### src/rtl/pvr_ol_pkg.sv
// pvr_ol_pkg: Object List word encodings and sequencer state shared by OL walkers.
package pvr_ol_pkg;

    localparam logic [2:0] OL_TRI_ARRAY  = 3'b100;
    localparam logic [2:0] OL_QUAD_ARRAY = 3'b101;
    localparam logic [2:0] OL_RESERVED   = 3'b110;
    localparam logic [2:0] OL_LINK       = 3'b111;

    localparam int OL_STRIP_BIT = 31;
    localparam int OL_EOL_BIT   = 28;
    localparam int OL_OFS_MSB   = 20;
    localparam int OL_LINK_MSB  = 23;
    localparam int OL_LINK_LSB  = 2;

    typedef enum logic [2:0] {
        IDLE,
        FETCH,
        DECODE,
        ISSUE,
        WAIT_POLY,
        FINISH
    } ol_state_e;

endpackage

### src/rtl/ol_entry_decode.sv
// ol_entry_decode: classifies one OL word and derives its parameter and link addresses.
module ol_entry_decode
    import pvr_ol_pkg::*;
(
    input  logic [31:0] word_i,
    input  logic [23:0] param_base_i,
    output logic        is_poly_o,
    output logic        is_link_o,
    output logic        is_eol_o,
    output logic        is_reserved_o,
    output logic [23:0] poly_addr_o,
    output logic [23:0] link_addr_o
);

    logic [2:0] kind;
    logic       unused_bits;

    assign kind          = word_i[31:29];
    assign unused_bits   = ^{word_i[27:24], word_i[1:0]};
    assign is_poly_o     = !word_i[OL_STRIP_BIT] || kind == OL_TRI_ARRAY || kind == OL_QUAD_ARRAY;
    assign is_link_o     = kind == OL_LINK && !word_i[OL_EOL_BIT];
    assign is_eol_o      = kind == OL_LINK && word_i[OL_EOL_BIT];
    assign is_reserved_o = kind == OL_RESERVED;
    // Parameter offset is in words; the sum wraps within the 24-bit VRAM space.
    assign poly_addr_o   = param_base_i + {1'b0, word_i[OL_OFS_MSB:0], 2'b00};
    assign link_addr_o   = {word_i[OL_LINK_MSB:OL_LINK_LSB], 2'b00};

endmodule

### src/rtl/isp_ol_sequencer.sv
// isp_ol_sequencer: walks one tile's Object List in VRAM and hands each polygon
// entry to the ISP parser, following links until end-of-list, error or abort.
module isp_ol_sequencer
    import pvr_ol_pkg::*;
#(
    parameter int MAX_ENTRIES = 4096,
    parameter int CNT_W       = 16
) (
    input  logic             clock,
    input  logic             reset_n,
    input  logic             start,
    input  logic [23:0]      ol_base,
    input  logic [23:0]      param_base,
    input  logic             abort,
    output logic             busy,
    output logic             done,
    output logic             list_error,
    output logic [CNT_W-1:0] entry_count,
    output logic             ol_vram_rd,
    output logic [23:0]      ol_vram_addr,
    input  logic [31:0]      ol_vram_din,
    input  logic             ol_vram_valid,
    output logic [31:0]      opb_word,
    output logic [23:0]      poly_addr,
    output logic             render_poly,
    input  logic             poly_drawn
);

    localparam logic [CNT_W-1:0] MAX_C = CNT_W'(MAX_ENTRIES);

    ol_state_e        state_q;
    logic             busy_q, done_q, list_error_q, rd_q, render_q, abort_pend_q;
    logic [CNT_W-1:0] entry_count_q, entry_count_d;
    logic [23:0]      cur_addr_q, poly_addr_q;
    logic [31:0]      opb_word_q;
    logic             dec_poly, dec_link, dec_eol, dec_reserved;
    logic [23:0]      dec_poly_addr, dec_link_addr;
    logic             ab, unused_base;

    ol_entry_decode u_decode (
        .word_i        (opb_word_q),
        .param_base_i  (param_base),
        .is_poly_o     (dec_poly),
        .is_link_o     (dec_link),
        .is_eol_o      (dec_eol),
        .is_reserved_o (dec_reserved),
        .poly_addr_o   (dec_poly_addr),
        .link_addr_o   (dec_link_addr)
    );

    // An abort arriving this cycle counts as pending so it is never lost on a transition.
    assign ab            = abort_pend_q || abort;
    assign entry_count_d = (entry_count_q == MAX_C) ? entry_count_q : entry_count_q + CNT_W'(1);
    assign unused_base   = ^ol_base[1:0];

    always_ff @(posedge clock or negedge reset_n) begin
        if (!reset_n) begin
            state_q       <= IDLE;
            busy_q        <= 1'b0;
            done_q        <= 1'b0;
            list_error_q  <= 1'b0;
            rd_q          <= 1'b0;
            render_q      <= 1'b0;
            abort_pend_q  <= 1'b0;
            entry_count_q <= '0;
            cur_addr_q    <= '0;
            poly_addr_q   <= '0;
            opb_word_q    <= '0;
        end else begin
            done_q   <= 1'b0;
            render_q <= 1'b0;
            if (busy_q && abort)
                abort_pend_q <= 1'b1;
            case (state_q)
                IDLE: begin
                    // done_q high means FINISH just ran; a coincident start is dropped.
                    if (start && !done_q) begin
                        cur_addr_q    <= {ol_base[23:2], 2'b00};
                        entry_count_q <= '0;
                        list_error_q  <= 1'b0;
                        abort_pend_q  <= 1'b0;
                        busy_q        <= 1'b1;
                        rd_q          <= 1'b1;
                        state_q       <= FETCH;
                    end
                end
                FETCH: begin
                    if (rd_q && ol_vram_valid) begin
                        opb_word_q    <= ol_vram_din;
                        rd_q          <= 1'b0;
                        entry_count_q <= entry_count_d;
                        state_q       <= ab ? FINISH : DECODE;
                    end
                end
                DECODE: begin
                    if (!ab && (entry_count_q == MAX_C || dec_reserved)) begin
                        list_error_q <= 1'b1;
                        state_q      <= FINISH;
                    end else if (dec_poly) begin
                        poly_addr_q <= dec_poly_addr;
                        state_q     <= ISSUE;
                    end else if (dec_link && !ab) begin
                        cur_addr_q <= dec_link_addr;
                        rd_q       <= 1'b1;
                        state_q    <= FETCH;
                    end else if (dec_eol || dec_reserved || ab) begin
                        state_q <= FINISH;
                    end
                end
                ISSUE: begin
                    render_q   <= 1'b1;
                    cur_addr_q <= cur_addr_q + 24'd4;
                    state_q    <= WAIT_POLY;
                end
                WAIT_POLY: begin
                    if (poly_drawn) begin
                        rd_q    <= !ab;
                        state_q <= ab ? FINISH : FETCH;
                    end
                end
                FINISH: begin
                    done_q  <= 1'b1;
                    busy_q  <= 1'b0;
                    state_q <= IDLE;
                end
                default: state_q <= IDLE;
            endcase
        end
    end

    assign busy         = busy_q;
    assign done         = done_q;
    assign list_error   = list_error_q;
    assign entry_count  = entry_count_q;
    assign ol_vram_rd   = rd_q;
    assign ol_vram_addr = cur_addr_q;
    assign opb_word     = opb_word_q;
    assign poly_addr    = poly_addr_q;
    assign render_poly  = render_q;

endmodule

### config.mk
export PLATFORM = sky130hd
export DESIGN_NAME = isp_ol_sequencer
export DESIGN_NICKNAME = d
export VERILOG_FILES = /design/src/rtl/pvr_ol_pkg.sv /design/src/rtl/ol_entry_decode.sv /design/src/rtl/isp_ol_sequencer.sv
export SDC_FILE = /design/constraint.sdc
export NUM_CORES = 1
export LEC_CHECK = 0
export CORE_AREA = 2 2 116 118
export CTS_CLUSTER_DIAMETER = 60
export DETAILED_ROUTE_END_ITERATION = 8
export DIE_AREA = 0 0 118 120
export GPL_TIMING_DRIVEN = 0
export HOLD_SLACK_MARGIN = 0.08
export PLACE_DENSITY = 0.91
export SYNTH_ARGS = -nofsm -noshare
export SYNTH_HDL_FRONTEND = slang
export SYNTH_SLANG_ARGS = --single-unit
### constraint.sdc
create_clock -name clock -period 3.14 [get_ports clock]
set_input_delay 0.314 -clock clock [delete_from_list [all_inputs] [get_ports clock]]
set_output_delay 0.314 -clock clock [all_outputs]
set_load 0.01 [all_outputs]
# [Word-level counts from Yosys, hierarchy flattened]
# Index checks and enable logic that the tools add are counted.
[totals] register_bits=105 output_inout_bits=101 wordCells=100
[op_classes] n_addsub=3 n_eq_ne=19 mux=35 bitwise=1 n_reduce_logical=31
[op_table] op="$mux 24" n=4
[op_table] op="$pmux 24 s3" n=1
[op_table] op="$mux 16" n=3
[op_table] op="$pmux 16 s2" n=1
[op_table] op="$mux 3" n=9
[op_table] op="$add 24x23->24" n=1
[op_table] op="$add 24x3->24 const B" n=1
[op_table] op="$eq 3x3->1 const B" n=6
[op_table] op="$add 16x1->16 const B" n=1
[op_table] op="$eq 16x13->1 const B" n=1
[op_table] op="$ne 2x2->1 const B" n=8
[op_table] op="$pmux 3 s5" n=1
[op_table] op="$mux 1" n=13
[op_table] op="$reduce_and 4->1" n=2
[op_table] op="$logic_and 1x1->1" n=7
[op_table] op="$reduce_and 7->1" n=1
[op_table] op="$eq 3x2->1 const B" n=2
[op_table] op="$logic_or 1x1->1" n=6
[op_table] op="$reduce_and 3->1" n=2
[op_table] op="$reduce_bool 2->1" n=3
[op_table] op="$ne 5x5->1 const B" n=1
[op_table] op="$reduce_and 5->1" n=1
[op_table] op="$logic_not 1->1" n=4
[op_table] op="$pmux 1 s2" n=2
[op_table] op="7 further kinds" n=8

# [Longest topological paths before layout]
[depth] ltp_word=9 ltp_mapped=10

# [Modules after synthesis]
# Synthesis repeated with hierarchy kept, for this count alone.
[hier_totals] hier_cells=686 area_unflattened_um2=6583.8
[modules_own_cells] module="isp_ol_sequencer" n_inst=1 cells_each=496 area_per_inst_um2=5230.0
[modules_own_cells] module="ol_entry_decode" n_inst=1 cells_each=190 area_per_inst_um2=1353.8

# [Least setup slack after synthesis]
# OpenSTA, ideal clock, no wires.
[synth_path] kind="register -> register" startpoint="reg opb_word_q[0] (netlist: opb_word[0])" endpoint="reg poly_addr_q[22] (netlist: poly_addr[22])" setup_ps=126 t_arrival_ps=2181 t_required_ps=3014 path_slack_ps=833 stages_incl_launch_ff=10 path_buffers=0 period_less_slack_ps=2307 path_cell_list="dfrtp_1 ha_1 inv_1 fa_1 o21ai_1 a211o_1 a31oi_1 o21ai_1 o211ai_1 a221o_1"
[synth_between] elab_chain_len=1
[synth_lines] element="start: declaration" line_no="isp_ol_sequencer.sv:35" text="logic [31:0] opb_word_q;"
[synth_lines] element="start signal: assignment" line_no="isp_ol_sequencer.sv:89" text="opb_word_q <= ol_vram_din;"
[synth_lines] element="$add 24x23->24" line_no="ol_entry_decode.sv:25" text="assign poly_addr_o = param_base_i + {1'b0, word_i[OL_OFS_MSB:0], 2'b00};"
[synth_lines] element="end signal: assignment" line_no="isp_ol_sequencer.sv:100" text="poly_addr_q <= dec_poly_addr;"
[synth_lines] element="end: declaration" line_no="isp_ol_sequencer.sv:34" text="logic [23:0] cur_addr_q, poly_addr_q;"
# Every way passes these cells.
# A chain may end at the register's enable or synchronous reset.

# [Worst setup path in the final report]
[layout_path] startpoint="reg entry_count_q[0] (netlist: entry_count[0])" endpoint="reg cur_addr_q[17] (netlist: ol_vram_addr[17])"
[layout_between] elab_chain_len=5
[layout_lines] element="start: declaration" line_no="isp_ol_sequencer.sv:33" text="logic [CNT_W-1:0] entry_count_q, entry_count_d;"
[layout_lines] element="start signal: assignment" line_no="isp_ol_sequencer.sv:91" text="entry_count_q <= entry_count_d;"
[layout_lines] element="$eq 16x13->1" line_no="isp_ol_sequencer.sv:96" text="if (!ab && (entry_count_q == MAX_C || dec_reserved)) begin"
[layout_lines] element="$logic_or 1x1->1" line_no="isp_ol_sequencer.sv:96"
[layout_lines] element="$logic_and 1x1->1" line_no="isp_ol_sequencer.sv:96"
[layout_lines] element="$ne 2x2->1 (no line)"
[layout_lines] element="$reduce_and 5->1 (no line)"
[layout_lines] element="end signal: assignment" line_no="isp_ol_sequencer.sv:78" text="cur_addr_q <= {ol_base[23:2], 2'b00};"
[layout_lines] element="end signal: assignment" line_no="isp_ol_sequencer.sv:103" text="cur_addr_q <= dec_link_addr;"
[layout_lines] element="end signal: assignment" line_no="isp_ol_sequencer.sv:112" text="cur_addr_q <= cur_addr_q + 24'd4;"
[layout_lines] element="end: declaration" line_no="isp_ol_sequencer.sv:34"
# Every way passes these cells.

==> metrics.txt <==
status=completed; IO Port Bufs=182; synthesized instance count=652; vias in the first global route=5743; initial antenna violation count=0; diode count=0; R2R Path Start=entry_count[0]; utilization after layout=64.17%; peak supply drop=0.5286 mV; Netlist cell types=56; # setup viols final=0; Slew headroom=20.81%; P per Cell Area=912.5 nW/um^2; Max stage delay on crit path=620 ps; Pre-Repair DR Iteration Count=5; CTS tree=done; Max Clock Freq=336.9 MHz; Hold Crit Class=flop to flop; Crit Path Category=flop to flop; fin crit period=2968 ps; first-pass GRT wire length=29850 um; clk sinks=103; row cnt=42; via count=5976; CP Launch Point=entry_count[0]; core area=12980 sq um; final hold vios=0; Design Power=7.600 mW; number of vias per cell=5.808; unrepaired setup endpoints after global routing=false; warnings from Yosys=0; syn_area_per_cell=9.140 sq um; Root Driver=clkbuf_16; P&R area growth vs syn=39.76%; most used cell, CP=buf_2; worst path bufs/invs=3; DR DRC count=0; CTS buffer count=9; Post-synth EDFFs=0; skew final=10.09 ps; GR Overflow Total=0; initial DRC count=499; Leakage=3.487 nW; Critical Path Sink=ol_vram_addr[17]; Critical Path RT=3370 ps; post-route ant nets=0; Synth Flop Type=dfrtp_1; I/O pin count=187; final hold slack=479.2 ps; Worst Reg2Reg Path Length in Cells=9; dpl hpwl=14000 um; clock transition at the registers of the reported paths=70 ps; max-slew violations=0; postcts setup bufs=0; Crit. End Element=flop; DIE HEIGHT=120 um; CP Launch Type=flop; Final period util=94.53%; Top delay family on crit path=simple AND/OR/NAND/NOR gates; GRT Total Usage=26.60%; DR WL/cell=18.36 um; Mapped Area=5959 sq um; die area=14160 sq um; worst slew pin tran=1177 ps; Synth Register Bits=103; Starting Density=45.91%; GP Congestion=0.9534; layout cells sized above 1=8.441%; Critical Path AT=3200 ps; fillcell total=1065; CP Depth=9; Reg-to-Reg End=ol_vram_addr[17]; Die W=118 um; max_cap viols=0; setup slack, reg-to-reg=170 ps; sequential area share after synthesis=43.25%; crit-path cells=inv_1 > ha_1 > nor4bb_1 > nand4_1 > a2111oi_2 > or3_1 > buf_2 > buf_2 > o21ai_0; H-tree levels=3; Layout Nets=959; drt total wl=18890 um; Clock Latency Late Sink=360 ps; Longest Clk Path Bufs=2; Slowest cell on crit path=a2111oi_2; FFs w/ async S/R, synth=100.0%; largest net degree at the start of global routing=63; CP max FO=10
[metrics by stage]
stage | setup WS, ps | instances | area, sq um | TNS, ps
finish | 171.8 | 1029 | 8329 | 0
global route | 19.45 | 1029 | 8329 | 0
CTS | 13.56 | 1029 | 8325 | 0
detailed placement | 77.12 | 1012 | 8030 | 0
global placement | -2178 | 1011 | 8005 | -223370
floorplan | 833.0 | 653 | 5963 | 0
[how the worst min path moves through the flow]
stage	start	endpoint	slack, ps	depth (start not counted)
final	list_error	list_error	480	1
after global routing	list_error	list_error	510	1
after CTS	list_error	list_error	490	1
after detailed placement	reset_n	entry_count[4]	340	1
after global placement	poly_addr[13]	poly_addr[13]	460	2
after floorplan	reset_n	abort_pend_q	20	0
[power breakdown]
| group | leakage, nW | switching (mW) | internal [mW] |
|---|---|---|---|
| registers | 1.31 | 0.647 | 1.86 |
| clock network | 0.135 | 0.518 | 0.584 |
| logic | 2.04 | 1.98 | 2.01 |
[flip-flops by register name (all words and copies together) (netlist names)]
signal	flops
ol_vram_addr	22
list_error	1
abort_pend_q	1
render_poly	1
ol_vram_rd	1
entry_count	16
done	1
state_q	3
poly_addr	24
busy	1
opb_word	32
[synthesized netlist by cell type (3+ instances only)]
master,n,area (sq um)
dfrtp_1,103,2577
o21ai_0,66,330.3
nand2_1,64,240.2
nor2_1,57,214.0
a21oi_1,54,270.3
mux2_2,33,371.6
ha_1,24,300.3
inv_1,21,78.83
nand3_1,20,100.1
clkbuf_1,18,67.56
xor2_1,17,148.9
xnor2_1,15,131.4
and3_1,14,87.58
nor3_1,14,70.07
nand4_1,11,68.82
buf_2,10,50.05
a21o_1,9,67.56
a31oi_1,8,50.05
o21ai_1,6,30.03
o31ai_1,6,45.04
or3_1,6,37.54
a211oi_1,5,37.54
a221oi_1,5,43.79
buf_4,5,37.54
nand3b_1,5,37.54
nor2b_1,5,31.28
nor4_1,5,31.28
and2_1,4,25.02
o22ai_1,4,25.02
a221o_1,3,30.03
nand2b_1,3,18.77
o211ai_1,3,22.52
[logic make-up after synthesis]
kind of cell,after synthesis,synth area share [%]
and+or+nand+nor,217,17.45
adders and majority gates,25,5.375
muxes,35,6.572
other,1,0.06293
xor gates and xnor gates,32,4.703
AOI/OAI and AO/OA,185,18.66
DFF,103,43.25
buffers and inverters,54,3.926
[metal layers]
layer  global-route usage (%)  routed length (um)
met4                    9.940                 477
met2                    43.42                8839
met5                        0                   0
met3                    6.797                1796
met1                    34.19                7774
[layout make-up]
class	count	area, sq um	area share, %
multi-input cells	496	3156	37.88
clock inverters	4	28.78	0.3455
flip-flops and latches	103	2577	30.94
plain buffers	33	155.1	1.863
clock buffers	12	256.5	3.079
well taps	176	220.2	2.644
inverters	21	78.83	0.9464
repair buffers	184	1857	22.29
[what timing repair did]
item	CTS	global route
hold endpoints to repair	41	0
setup endpoints to repair	0	21
resized for setup	0	1
hold buffers	1	0
[cell usage in the layout, fill, tap and decap left out, types with 6 or more instances in the layout]
| master | count |
|---|---|
| a21o_1 | 9 |
| a21oi_1 | 54 |
| a31oi_1 | 8 |
| and3_1 | 14 |
| buf_2 | 10 |
| buf_4 | 6 |
| clkbuf_1 | 19 |
| clkbuf_16 | 9 |
| clkdlybuf4s50_1 | 181 |
| dfrtp_1 | 103 |
| ha_1 | 24 |
| inv_1 | 21 |
| mux2_2 | 33 |
| nand2_1 | 64 |
| nand3_1 | 20 |
| nand4_1 | 11 |
| nor2_1 | 57 |
| nor3_1 | 14 |
| o21ai_0 | 66 |
| o31ai_1 | 6 |
| or3_1 | 6 |
| xnor2_1 | 15 |
| xor2_1 | 17 |
(Power assumes the default switching activity.)
